$ cat src/rtl/minmax_pkg.sv
// Shared types and constants for the min/max scan engine.
package minmax_pkg;

    localparam int DATA_W = 4;

    typedef enum logic [2:0] {
        IDLE,
        WAIT_IN,
        CMP_MAX,
        CMP_MIN,
        DONE
    } state_t;

    // One-hot comparator result codes (a relative to b).
    localparam logic [2:0] CMP_GT = 3'b100;
    localparam logic [2:0] CMP_EQ = 3'b010;
    localparam logic [2:0] CMP_LT = 3'b001;

endpackage

$ cat src/rtl/minmax_scan_ctrl_if.sv
// Bus bundle for the min/max scan engine: burst start, sample stream and result.
//
// Handshake rules, for both the sample stream (in_valid/in_ready) and the
// result (res_valid/res_ready): a transfer happens on a rising clock edge where
// both valid and ready are high. The side that owns valid must keep valid and
// its data stable until that edge. Ready may be high or low independently of
// valid. The engine holds res_valid and the result fields stable until taken.
interface minmax_scan_ctrl_if #(
    parameter int LEN_W = 4
);
    import minmax_pkg::*;

    logic              start;
    logic [LEN_W-1:0]  len;
    logic              busy;
    logic              in_valid;
    logic [DATA_W-1:0] in_data;
    logic              in_ready;
    logic              res_valid;
    logic              res_ready;
    logic [DATA_W-1:0] max_val;
    logic [LEN_W-1:0]  max_idx;
    logic [DATA_W-1:0] min_val;
    logic [LEN_W-1:0]  min_idx;
    logic              res_empty;

    // Sample source / result consumer side.
    modport master (
        output start, len, in_valid, in_data, res_ready,
        input  busy, in_ready, res_valid, max_val, max_idx, min_val, min_idx, res_empty
    );

    // Engine side.
    modport slave (
        input  start, len, in_valid, in_data, res_ready,
        output busy, in_ready, res_valid, max_val, max_idx, min_val, min_idx, res_empty
    );

endinterface

$ cat src/rtl/comparator_4bits.sv
// Unsigned 4-bit magnitude comparator with a one-hot gt/eq/lt result.
module comparator_4bits
    import minmax_pkg::*;
(
    input  logic [DATA_W-1:0] a,
    input  logic [DATA_W-1:0] b,
    output logic [2:0]        y
);

    // Purely combinational compare; exactly one bit of y is set.
    always_comb begin
        y = CMP_EQ;
        if (a > b) begin
            y = CMP_GT;
        end else if (a < b) begin
            y = CMP_LT;
        end
    end

endmodule

$ cat src/rtl/minmax_scan_ctrl.sv
// Sequential min/max search over a burst of unsigned samples, sharing one
// comparator between the max check and the min check of each sample.
module minmax_scan_ctrl
    import minmax_pkg::*;
#(
    parameter int LEN_W = 4
) (
    input  logic               clk,
    input  logic               rst_n,
    minmax_scan_ctrl_if.slave  bus,
    output state_t             o_dbg_state
);

    state_t             r_state;
    logic [LEN_W-1:0]   r_len;
    logic [LEN_W-1:0]   r_cnt;
    logic [DATA_W-1:0]  r_data;
    logic [DATA_W-1:0]  r_max_val;
    logic [LEN_W-1:0]   r_max_idx;
    logic [DATA_W-1:0]  r_min_val;
    logic [LEN_W-1:0]   r_min_idx;
    logic               r_res_empty;
    logic               r_busy;
    logic               r_in_ready;
    logic               r_res_valid;

    logic [DATA_W-1:0]  w_cmp_b;
    logic [2:0]         w_cmp_y;
    logic [LEN_W-1:0]   w_cnt_inc;

    // Operand b follows the state: running min during CMP_MIN, running max otherwise.
    assign w_cmp_b   = (r_state == CMP_MIN) ? r_min_val : r_max_val;
    // cnt is always below len, so this increment never wraps.
    assign w_cnt_inc = r_cnt + LEN_W'(1);

    comparator_4bits u_cmp (
        .a (r_data),
        .b (w_cmp_b),
        .y (w_cmp_y)
    );

    // Control FSM with datapath registers; handshake flags are registered
    // alongside every state change so they always match the next state.
    always_ff @(posedge clk or negedge rst_n) begin
        if (!rst_n) begin
            r_state     <= IDLE;
            r_len       <= '0;
            r_cnt       <= '0;
            r_data      <= '0;
            r_max_val   <= '0;
            r_max_idx   <= '0;
            r_min_val   <= '0;
            r_min_idx   <= '0;
            r_res_empty <= 1'b0;
            r_busy      <= 1'b0;
            r_in_ready  <= 1'b0;
            r_res_valid <= 1'b0;
        end else begin
            case (r_state)
                IDLE: begin
                    if (bus.start) begin
                        r_len       <= bus.len;
                        r_cnt       <= '0;
                        r_res_empty <= 1'b0;
                        r_busy      <= 1'b1;
                        if (bus.len == '0) begin
                            r_res_empty <= 1'b1;
                            r_max_val   <= '0;
                            r_max_idx   <= '0;
                            r_min_val   <= '0;
                            r_min_idx   <= '0;
                            r_res_valid <= 1'b1;
                            r_state     <= DONE;
                        end else begin
                            r_in_ready  <= 1'b1;
                            r_state     <= WAIT_IN;
                        end
                    end
                end
                WAIT_IN: begin
                    if (bus.in_valid) begin
                        r_data <= bus.in_data;
                        if (r_cnt == '0) begin
                            // First sample seeds both extrema at index 0.
                            r_max_val <= bus.in_data;
                            r_min_val <= bus.in_data;
                            r_max_idx <= '0;
                            r_min_idx <= '0;
                            r_cnt     <= LEN_W'(1);
                            if (r_len == LEN_W'(1)) begin
                                r_in_ready  <= 1'b0;
                                r_res_valid <= 1'b1;
                                r_state     <= DONE;
                            end
                        end else begin
                            r_in_ready <= 1'b0;
                            r_state    <= CMP_MAX;
                        end
                    end
                end
                CMP_MAX: begin
                    // Strictly greater only: ties keep the earlier index.
                    if (w_cmp_y == CMP_GT) begin
                        r_max_val <= r_data;
                        r_max_idx <= r_cnt;
                    end
                    r_state <= CMP_MIN;
                end
                CMP_MIN: begin
                    if (w_cmp_y == CMP_LT) begin
                        r_min_val <= r_data;
                        r_min_idx <= r_cnt;
                    end
                    r_cnt <= w_cnt_inc;
                    if (w_cnt_inc == r_len) begin
                        r_res_valid <= 1'b1;
                        r_state     <= DONE;
                    end else begin
                        r_in_ready  <= 1'b1;
                        r_state     <= WAIT_IN;
                    end
                end
                DONE: begin
                    // A start arriving together with res_ready is left for IDLE.
                    if (bus.res_ready) begin
                        r_res_valid <= 1'b0;
                        r_busy      <= 1'b0;
                        r_state     <= IDLE;
                    end
                end
                default: begin
                    r_busy      <= 1'b0;
                    r_in_ready  <= 1'b0;
                    r_res_valid <= 1'b0;
                    r_state     <= IDLE;
                end
            endcase
        end
    end

    assign bus.busy      = r_busy;
    assign bus.in_ready  = r_in_ready;
    assign bus.res_valid = r_res_valid;
    assign bus.max_val   = r_max_val;
    assign bus.max_idx   = r_max_idx;
    assign bus.min_val   = r_min_val;
    assign bus.min_idx   = r_min_idx;
    assign bus.res_empty = r_res_empty;
    assign o_dbg_state   = r_state;

endmodule

$ cat src/flat_wrapper.sv
// flat-port wrapper written by rule: the top's interface ports become plain ports
module minmax_scan_ctrl_flat import minmax_pkg::*;
#(
    parameter int LEN_W = 4
)
  (clk, rst_n, o_dbg_state, bus_start, bus_len, bus_in_valid, bus_in_data, bus_res_ready, bus_busy, bus_in_ready, bus_res_valid, bus_max_val, bus_max_idx, bus_min_val, bus_min_idx, bus_res_empty);
  minmax_scan_ctrl_if #(.LEN_W(LEN_W)) bus_i ();
  input  logic clk;
  input  logic rst_n;
  output state_t o_dbg_state;
  input wire logic [$bits(bus_i.start)-1:0] bus_start;
  input wire logic [$bits(bus_i.len)-1:0] bus_len;
  input wire logic [$bits(bus_i.in_valid)-1:0] bus_in_valid;
  input wire logic [$bits(bus_i.in_data)-1:0] bus_in_data;
  input wire logic [$bits(bus_i.res_ready)-1:0] bus_res_ready;
  output wire logic [$bits(bus_i.busy)-1:0] bus_busy;
  output wire logic [$bits(bus_i.in_ready)-1:0] bus_in_ready;
  output wire logic [$bits(bus_i.res_valid)-1:0] bus_res_valid;
  output wire logic [$bits(bus_i.max_val)-1:0] bus_max_val;
  output wire logic [$bits(bus_i.max_idx)-1:0] bus_max_idx;
  output wire logic [$bits(bus_i.min_val)-1:0] bus_min_val;
  output wire logic [$bits(bus_i.min_idx)-1:0] bus_min_idx;
  output wire logic [$bits(bus_i.res_empty)-1:0] bus_res_empty;
  assign bus_i.start = bus_start;
  assign bus_i.len = bus_len;
  assign bus_i.in_valid = bus_in_valid;
  assign bus_i.in_data = bus_in_data;
  assign bus_i.res_ready = bus_res_ready;
  assign bus_busy = bus_i.busy;
  assign bus_in_ready = bus_i.in_ready;
  assign bus_res_valid = bus_i.res_valid;
  assign bus_max_val = bus_i.max_val;
  assign bus_max_idx = bus_i.max_idx;
  assign bus_min_val = bus_i.min_val;
  assign bus_min_idx = bus_i.min_idx;
  assign bus_res_empty = bus_i.res_empty;
  minmax_scan_ctrl #(.LEN_W(LEN_W)) u_core (.clk(clk), .rst_n(rst_n), .bus(bus_i), .o_dbg_state(o_dbg_state));
endmodule
$ cat config.mk
export PLATFORM = sky130hd
export DESIGN_NAME = minmax_scan_ctrl_flat
export DESIGN_NICKNAME = d
export VERILOG_FILES = /design/src/rtl/minmax_pkg.sv /design/src/rtl/minmax_scan_ctrl_if.sv /design/src/rtl/comparator_4bits.sv /design/src/rtl/minmax_scan_ctrl.sv /design/src/flat_wrapper.sv
export SDC_FILE = /design/constraint.sdc
export NUM_CORES = 1
export LEC_CHECK = 0
export ABC_CLOCK_PERIOD_IN_PS = 2860
export CORE_MARGIN = 2
export CORE_UTILIZATION = 35
export DETAILED_ROUTE_END_ITERATION = 6
export PLACE_DENSITY_LB_ADDON = 0.1
export SYNTH_ARGS = -nofsm -noshare
export SYNTH_HDL_FRONTEND = slang
export SYNTH_SLANG_ARGS = --single-unit
$ cat constraint.sdc
create_clock -name clk -period 2.86 [get_ports clk]
set_input_delay 0.572 -clock clk [delete_from_list [all_inputs] [get_ports clk]]
set_output_delay 0.572 -clock clk [all_outputs]
set_load 0.05 [all_outputs]
Word-level counts from Yosys, hierarchy flattened
Index checks and enable logic that the tools add are counted.

word-level totals
  register bits = 35
  input bits = 13
  output and inout bits = 23
  logic and storage cells = 101

cells by class
  add/subtract/negate cells = 1
  magnitude comparators = 2
  eq/ne operators = 20
  mux-type cells = 47
  bitwise gates (word level) = 3
  reductions and logical operators = 16

operator list
  cell                   count
  $pmux W4 S3            5
  $mux W4                14
  $mux W3                8
  $reduce_and A6 Y1      3
  $mux W1                15
  $pmux W3 S5            1
  $ne A2 B2 Y1 const B   7
  $logic_not A4 Y1       2
  $ne A2 B1 Y1 const B   4
  $reduce_and A4 Y1      2
  $reduce_and A8 Y1      1
  $eq A3 B1 Y1 const B   2
  $eq A3 B2 Y1 const B   2
  $eq A3 B3 Y1 const B   2
  $reduce_bool A3 Y1     2
  $pmux W1 S5            1
  $add A4 B1 Y4 const B  1
  $eq A4 B1 Y1 const B   1
  $eq A4 B4 Y1           1
  $gt A4 B4 Y1           1
  $lt A4 B4 Y1           1
  $pmux W1 S4            1
  $reduce_and A2 Y1      2
  $logic_not A3 Y1       1
  other kinds (7)        9

Longest topological paths before layout
  depth in word-level cells = 8
  mapped depth = 12
  gate-level depth less buffers = 9

Hierarchy
A second synthesis with hierarchy kept.

unflattened totals
  cells, all modules = 182
  area, all modules = 2,058.2 sq um

by module, submodules not included
  module            times used  cells an instance  area an instance (sq um)  seq. area each (sq um)
  minmax_scan_ctrl  1           166                1,931.9                   875.8
  comparator_4bits  1           16                 126.4                     0.0

Least setup slack after synthesis
Ideal clock, no wire load.

  kind = flip-flop to flip-flop
  from = register u_core.r_state[1] (netlist: u_core.o_dbg_state[1])
  to = register u_core.r_max_val[0] (netlist: u_core.bus.max_val[0])
  library setup time = 125 ps
  data arrival time = 3,084 ps
  data required time = 2,735 ps
  path slack = -349 ps
  stages on the path, launching flop included = 11
  path buffers = 2
  period minus slack after synthesis = 3,209 ps
  cells stage by stage = dfrtp_1 buf_4 clkbuf_1 nand3_1 mux2i_1 ha_1 nand3_1 o221ai_2 o21ai_2 a211oi_2 mux2_2

between the ends
  word-level cells in the longest chain between the ends = 8
  elaborated cells on any way between the ends = 18
  classes of those cells = order compare: 2; eq/ne: 9; mux: 4; reduce/logical: 3

ends and longest elaborated chain
  what                                line                     RTL
  start, declared                     minmax_scan_ctrl.sv:14   state_t r_state;
  start signal, assigned              minmax_scan_ctrl.sv:46   r_state <= IDLE;
  start signal, assigned              minmax_scan_ctrl.sv:73   r_state <= DONE;
  start signal, assigned              minmax_scan_ctrl.sv:76   r_state <= WAIT_IN;
  $eq A3 B2 Y1                        minmax_scan_ctrl.sv:32   assign w_cmp_b = (r_state == CMP_MIN) ? r_min_val : r_max_val;
  $mux W4                             minmax_scan_ctrl.sv:32
  $lt A4 B4 Y1                        comparator_4bits.sv:15   end else if (a < b) begin
  $mux W2                             comparator_4bits.sv:15
  $mux W3                             comparator_4bits.sv:13   if (a > b) begin
  $eq A3 B3 Y1                        minmax_scan_ctrl.sv:103  if (w_cmp_y == CMP_GT) begin
  $ne A2 B1 Y1 (no source line)       --
  $reduce_and A6 Y1 (no source line)  --
  end signal, assigned                minmax_scan_ctrl.sv:85   r_max_val <= bus.in_data;
  end signal, assigned                minmax_scan_ctrl.sv:104  r_max_val <= r_data;
  end, declared                       minmax_scan_ctrl.sv:18   logic [DATA_W-1:0] r_max_val;

Parallel ways exist; a longest one is shown, timed or not.
A chain may end at the register's enable or synchronous reset.

Worst setup path after layout
  from = register u_core.r_state[2] (netlist: u_core.o_dbg_state[2])
  to = register u_core.r_max_val[0] (netlist: u_core.bus.max_val[0])

Same word-level chain as after synthesis.

==> metrics.cfg <==
[synth]
synth.distinct_cells = 47
synthFlopType = dfrtp_1
ys_warn_count = 0
synthesis.nets = 207
syn_area_per_cell_um2 = 10.6
synth_cells = 188
syn_area_um2 = 1990
synth-seq-cells = 35
synth_edf_count = 0
synthArstFlopShare_pct = 100
seq_area_frac_synth_pct = 43.9

[global_route]
grt_max_degree = 36
grt_pass1_wl_mm = 7.82
track_usage_pct = 16.0
antenna_found_initial = 0
grt_pass1_vias = 1599
gr-total-overflow = 0

[routing]
postRouteAntennaNets = 0
drc_errors = 0
routed_wirelength_mm = 4.62
drtIter0Drc = 98
avgRoutedWirePerCell_um = 15.5
dr.pass1.iters = 4
vias = 1554
vias_per_cell = 5.20

[clock_network]
clk_latency_ns = 0.28
root_buffer = clkbuf_8
cts-resized-gates = 0
cts_buffer_depth = 2
htree_levels = 2
cts_buffers = 5
cts_setup_buffers = 0
cts_hold_buf = 0
clock-sinks = 35
cts_tree = built
clk_pin_slew_ns = 0.07

[sta]
rsz0062_at_grt = false
worst_pin_slew_ns = 0.500
period_minus_slack_ns = 2.65
fin_crit_sh_pct = 92.6
fin_setup_tns_ns = 0
clock.fmax_ghz = 0.378
drv_slew = 0
finalSetupViolCount = 0
max-slew-margin-rel_pct = 66.6
finalHoldViolations = 0
clock_skew_ns = 0.00863

[worst_setup_path]
crit_type = reg -> reg
r2r-end = u_core.bus.max_val[0]
cp-start-kind = flop
rrSetupSlack_ns = 0.21
cp_max_fo = 8
reg2reg_from = u_core.o_dbg_state[2]
critPathCaptureType = flop
reg2reg_depth = 9
crit_required_ns = 3.03
cp.arrival_ns = 2.81

[status]
status = complete, no violations

[cells_and_area]
synthToLayoutAreaGrowth_pct = 26.7
num-fill-cells = 522
final_common_cell = clkdlybuf4s50_1
nNetsFinal = 246
fin_cells = 299
finish.utilization_pct = 45.9
num_antenna_cells = 0
drive_above_1_share_pct = 19.4
layout_common_cells = 35 x clkdlybuf4s50_1, 33 x dfrtp_1, 16 x nand2_1

[power]
power.density_nw_per_um2 = 1160
intPower_mw = 1.56
p_leak_nw = 1.09
pwr-share-clk_pct = 12.3
switchingPower_mw = 1.37
vdd_ir_drop_max_uv = 481
pwr-share-comb_pct = 59.5
p_sw_share_pct = 46.7
seq_power_share_pct = 28.2
total_power_mw = 2.93

[die]
die_width_um = 79.5
start_util_pct = 36.2
rows = 27
dieArea_um2 = 6310
die_h_um = 79.5
ios = 36
coreArea_um2 = 5510

[min_path]
hold_end = u_core.bus.in_ready
min_path_type = reg -> reg
min_path_cells = 1
min_from = u_core.bus.in_ready

[place]
port_buffers = 35
gp_congestion = 0.822
dpl.hpwl_mm = 3.41
dpl.cell_count = 292

[job]
maxCapViolCount = 0

## cell families (layout without fill, tap and decap cells)
kind of cell,after synthesis,after routing,share of synthesized area (%)
simple gates,48,48,13.3
mux,24,24,13.5
fa+ha+maj,6,6,3.77
xor+xnor,7,7,3.08
buf+inv,23,62,5.77
flops,35,35,43.9
compound gates,45,45,16.6
## synth_stat cells (2+ instances only)
cell      instances  area share, %
a21o_1            2           0.75
a21oi_1          10            2.5
a22o_1            6            2.6
buf_2             2           0.50
buf_4             3            1.1
buf_6             2            1.1
clkbuf_1          4           0.75
dfrtp_1          35             44
ha_1              6            3.8
inv_1            12            2.3
mux2_2           15            8.5
mux2_4            2            1.5
mux2i_1           7            3.5
nand2_1          16            3.0
nand3_1           8            2.0
nor2_1            9            1.7
nor2b_1           2           0.63
nor4_1            2           0.63
o21ai_0          11            2.8
o21ai_2           2           0.88
xnor2_1           4            1.8
xor2_1            3            1.3
## worst max-delay path, stage by stage, from the launching register on
cell and delay, ns:
dfrtp_1 0.38, inv_1 0.14, nand3_2 0.22, mux2i_1 0.18
ha_1 0.30, nand3_1 0.13, o221ai_2 0.28, o21ai_2 0.15
a211oi_4 0.37, mux2_2 0.38
## final cells by class
cell class / instances / area (um2) / area share (%)
Clock inverter: 1 / 5.00 / 0.198
Clock buffer: 6 / 82.6 / 3.27
Sequential cell: 35 / 878 / 34.8
Inverter: 12 / 45.0 / 1.78
Timing Repair Buffer: 43 / 410 / 16.2
Tap cell: 72 / 90.1 / 3.57
Multi-Input combinational cell: 130 / 1010 / 40.2
## power groups by stage
stage	registers, mW	logic (mW)	clock network [mW]
after CTS	0.830	1.74	0.375
after detailed placement	0.837	1.73	0
after global placement	0.829	1.72	0
after global routing	0.852	1.89	0.396
final	0.826	1.74	0.360
after floorplan	1.11	0.996	0
## registers in the layout, indices dropped and copies added, names as in the netlist, 3 cells and up
signal / flops
u_core.bus.max_idx: 4
u_core.o_dbg_state: 3
u_core.r_cnt: 4
u_core.r_len: 4
u_core.r_data: 4
u_core.bus.min_val: 4
u_core.bus.min_idx: 4
u_core.bus.max_val: 4
## how the worst max path moves through the flow
stage	cells after the start	from	slack (ns)	to
floorplan	10	u_core.o_dbg_state[0]	0.03	u_core.bus.max_val[0]
global placement	9	u_core.o_dbg_state[2]	0.21	u_core.bus.max_val[1]
detailed placement	9	u_core.o_dbg_state[2]	0.17	u_core.bus.max_val[0]
CTS	9	u_core.o_dbg_state[2]	0.14	u_core.bus.max_val[0]
global route	9	u_core.o_dbg_state[2]	0.05	u_core.bus.max_val[2]
finish	9	u_core.o_dbg_state[2]	0.21	u_core.bus.max_val[0]
## metal layers
layer / share of wire (%) / GRT usage (%)
met1: 46 / 20.2
met2: 48 / 27.2
met3: 4.5 / 3.51
met4: 1.2 / 4.66
met5: 0 / 0
## per-stage QoR
step	cell area (um2)	worst slack (ns)	hold slack (ns)
2_1_floorplan	2000	0.0301	0.276
3_3_place_gp	2430	0.206	0.474
3_5_place_dp	2430	0.168	0.483
4_1_cts	2520	0.140	0.500
5_1_grt	2530	0.0515	0.519
6_report	2530	0.213	0.495
Power figures use the tool's default switching activity.
==> patch 1, RTL diff (same settings) <==
Make the reset (`rst_n`) synchronous in one clocked block.
--- a/src/rtl/minmax_scan_ctrl.sv
+++ b/src/rtl/minmax_scan_ctrl.sv
@@ -43,3 +43,3 @@
     // alongside every state change so they always match the next state.
-    always_ff @(posedge clk or negedge rst_n) begin
+    always_ff @(posedge clk) begin
         if (!rst_n) begin
Function: differs if rst_n is asserted again (counterexample within 4 cycles, from zero or initial values and one cycle with rst_n low); with rst_n held inactive, the same outputs for 4 cycles.
==> patch 1 against the original RTL <==
- global-route usage is 0.99 points higher
- clock skew down 0.0013 ns
- synthesized area decreased by 4.1%
- design area fell by 0.89%
- core utilization increased by 2.5 points
- cell count is 6.4% higher
- wire length rose by 1.3%
- setup slack lost 0.061 ns
- via count increased by 5.1%
- sequential cell count did not move
Power is not compared: it rests on default switching activity, and its combinational part moved more than twofold at a synthesized area within 25%.
==> patch 1: results (changes against the original RTL) <==
skew_ns: 0.00732  # -0.00131 ns
regToRegEndpoint: "u_core.bus.min_idx[0]"
hold_depth: 2  # +1
syn-num-nets: 228  # +10%
dpl_cell_area_sq_mm: 0.00237  # -2.6%
buf_share: 0.172  # +0.00946
drive_gt1_frac: 0.121  # -0.0729
multi_input_area_sq_mm: 0.00113  # +11%
fillers: 511  # -2.1%
whs_endpoint: "u_core.bus.res_valid"
r2r_start: "u_core.o_dbg_state[0]"
ys_types: 44  # -6.4%
routed-wl-met2_mm: 2.12  # -4.4%
grt_max_degree: 31  # -14%
inv_count: 5  # -7
synthTopCellsByCount: "dfxtp_1 (35), nand2_1 (29), mux2i_1 (20)"
status: "complete, no violations"
fin_cells: 318  # +6.4%
worstSetupEndpoint: "u_core.bus.min_idx[0]"
hp-start: "u_core.bus.res_valid"
routed_wl_mm: 4.69  # +1.3%
reg2reg_depth: 11  # +2
dieWidth_um: 77.9  # -2.0%
grtUsageMet3: 0.0419  # +0.00679
seq_area_sq_um: 706  # -20%
nets: 266  # +8.1%
placed_cells: 310  # +6.2%
wl_met1_mm: 2.38  # +11%
wl_met3_um: 142  # -31%
ys_top_cells_by_area: "dfxtp_1 (37%), mux2i_1 (10%), nand2_1 (5.7%)"
gp_congestion: 0.812  # -1.2%
[patch 1: through the flow]
step	utilization	total power, mW	hold slack (ns)
finish	0.484	1.66	0.456
global route	0.484	1.77	0.472
CTS	0.484	1.68	0.461
detailed placement	0.458	1.14	0.451
global placement	0.458	1.14	0.453
floorplan	-	0.982	0.516
[patch 1: worst register-to-register path: cells and delay by family (launching register included)]
| family | cells | cell delay, ns |
|---|---|---|
| buffers and inverters | 1 | 0.10 |
| and+or+nand+nor | 4 | 0.76 |
| muxes | 1 | 0.22 |
| DFF | 1 | 0.37 |
| AOI/OAI and AO/OA | 4 | 0.91 |
| adders and majority gates | 1 | 0.27 |
[patch 1: cells by family (layout without fill, tap and decap cells)]
group	count (synthesis)	after routing	synth area share
AO/OA/AOI/OAI	48	48	0.202
XOR/XNOR	6	6	0.0275
adder cells (fa/ha/maj)	6	6	0.0393
buffers and inverters	18	57	0.0445
flip-flops	35	35	0.367
multiplexers	20	20	0.105
AND/OR/NAND/NOR	76	76	0.215
==> patch 2, RTL diff (same flow settings) <==
Made on the original files. `LEN_W` is set to 4 in 3 places; all go to 8.
--- a/src/rtl/minmax_scan_ctrl_if.sv
+++ b/src/rtl/minmax_scan_ctrl_if.sv
@@ -8,3 +8,3 @@
 interface minmax_scan_ctrl_if #(
-    parameter int LEN_W = 4
+    parameter int LEN_W = 8
 );
--- a/src/rtl/minmax_scan_ctrl.sv
+++ b/src/rtl/minmax_scan_ctrl.sv
@@ -5,3 +5,3 @@
 #(
-    parameter int LEN_W = 4
+    parameter int LEN_W = 8
 ) (
--- a/src/flat_wrapper.sv
+++ b/src/flat_wrapper.sv
@@ -3,3 +3,3 @@
 #(
-    parameter int LEN_W = 4
+    parameter int LEN_W = 8
 )
Interface: changed (resized bus_len, bus_max_idx and bus_min_idx); port bits go from 36 to 48. The function was not compared with the original's and may differ.
==> patch 2 against the original RTL <==
- setup slack improved by 0.017 ns
- highest routed layer unchanged
- clock skew fell by 0.0022 ns
- sequential cell count up 16
- design area rose by 41%
- wire length grew 41%
- combinational power up 9%
- synthesized area up 42%
- power grew 16%
- hold slack worse by 0.24 ns
- critical path depth grew 2
- critical path type unchanged
==> patch 2: results (changes against the original RTL) <==
status: "complete, no violations"
via_per_inst: 5.02  # -3.4%
cp_slowest_cell: "dfrtp_2"
drv_cap: 0  # unchanged
nets: 350  # +42%
yosys_warnings: 0  # unchanged
avgRoutedWirePerCell_um: 15.2  # -2.0%
placed_cells: 422  # +45%
grt_pass1_vias: 2166  # +35%
grt_pass1_wl_mm: 11.0  # +41%
numCtsBuffers: 5  # unchanged
avgSynthCellArea_sq_um: 10.2  # -3.5%
crit_path_max_incr_delay_ns: 0.39
cts_setup_buffers: 0  # unchanged
clkLatencyLatePin_ns: 0.31  # +0.03 ns
grt_use_total: 0.160  # +0.000419
cp_max_fo: 15  # +7
seq_area_frac_synth: 0.450  # +0.0109
clockRootBuffer: "clkbuf_8"
syn-num-nets: 300  # +45%
clkSlewWorstSetupHoldPaths_ns: 0.10  # +0.03 ns
post-route-period-util: 0.920  # -0.00610
worstSetupStartpoint: "u_core.o_dbg_state[0]"
drt_iter0_drc: 59  # -40%
grt_max_degree: 25  # -31%
place_ws_ns: 0.209  # +0.0410 ns
htreeDepth: 2  # unchanged
whs_ns: 0.257  # -0.238 ns
dpl_cell_area_sq_mm: 0.00347  # +43%
gp_congestion: 0.799  # -2.8%
r2r_setup_slack_ns: 0.23  # +0.02 ns
synthTopCellsByCount: "dfrtp_1 (51), nand2_1 (38), mux2_2 (22)"
hpwl_mm: 4.78  # +40%
tightestPinTransition_ns: 0.646  # +0.147 ns
drive_gt1_frac: 0.183  # -0.0109
regToRegEndpoint: "u_core.bus.max_val[0]"
leakage_nw: 1.53  # +40%
finalSetupViolCount: 0  # unchanged
async_reset_ff_frac: 1.00  # unchanged
skew_ns: 0.00639  # -0.00225 ns
hold_class: "in -> async"
ys_types: 52  # +11%
antennaDiodeCount: 0  # unchanged
cts_resized: 0  # unchanged
end_kind: "register"
reg2reg_depth: 11  # +2
port_buffers: 47  # +34%
ir_drop_v: 0.000451  # -6.1%
num_vias: 2159  # +39%
antenna_found_initial: 0  # unchanged
ys.flop_type: "dfrtp_1"
ys_top_cells_by_area: "dfrtp_1 (45%), mux2_2 (8.7%), mux2i_1 (6.4%)"
cp_top_family: "compound AO/OA/AOI/OAI gates"
cts_buffer_depth: 2  # unchanged
critPathArrivalTime_ns: 2.83  # +0.02 ns
first_pass_iters: 4  # unchanged
-- patch 2: cell count changes after synthesis, sizes merged, moves of 4 or more --
cell / change
and2: +4
and3: +5
dfrtp: +16
inv: +6
mux2: +6
mux2i: +11
nand2: +22
nand3: -5
o21ai: +5
xnor2: +4
-- patch 2: final cells by class --
| class | count | area [sq um] |
|---|---|---|
| clock buffers | 6 | 82.6 |
| clock inverters | 2 | 16.3 |
| fillers | 785 | 4200 |
| inverters | 18 | 67.6 |
| multi-input cells | 192 | 1430 |
| flip-flops and latches | 51 | 1280 |
| well taps | 102 | 128 |
| repair buffers | 59 | 568 |
-- patch 2: cell families (layout without fill, tap and decap cells) --
kind of cell,Yosys count,count (layout),synth area share
mux,41,41,0.155
buf+inv,34,85,0.0561
xor+xnor,12,12,0.0419
fa+ha+maj,6,6,0.0265
compound gates,51,51,0.117
flops,51,51,0.450
simple gates,82,82,0.153
-- patch 2: routing by layer --
| metal | wire length, um | track usage | vias up |
|---|---|---|---|
| met2 | 2910 | 0.251 | 47 |
| li1 | - | - | 1071 |
| met3 | 246 | 0.0289 | 7 |
| met1 | 3290 | 0.228 | 1034 |
| met4 | 68 | 0.0423 | 0 |
| met5 | 0 | 0 | - |
-- patch 2: report_power, final --
group | switching, mW | leakage [nW] | internal [mW] | total [mW]
Clock | 0.248 | 0.0474 | 0.198 | 0.446
Combinational | 1.03 | 0.825 | 0.861 | 1.89
Sequential | 0.165 | 0.655 | 0.907 | 1.07
Total | 1.44 | 1.53 | 1.97 | 3.41
-- patch 2: worst reg2reg max path, delay by kind of cell (launching register included) --
kind                       cells  cell delay, ns
AOI/OAI and AO/OA              4            0.64
adders and majority gates      1            0.29
buffers and inverters          1            0.19
DFF                            1            0.39
muxes                          2            0.49
and+or+nand+nor                3            0.51
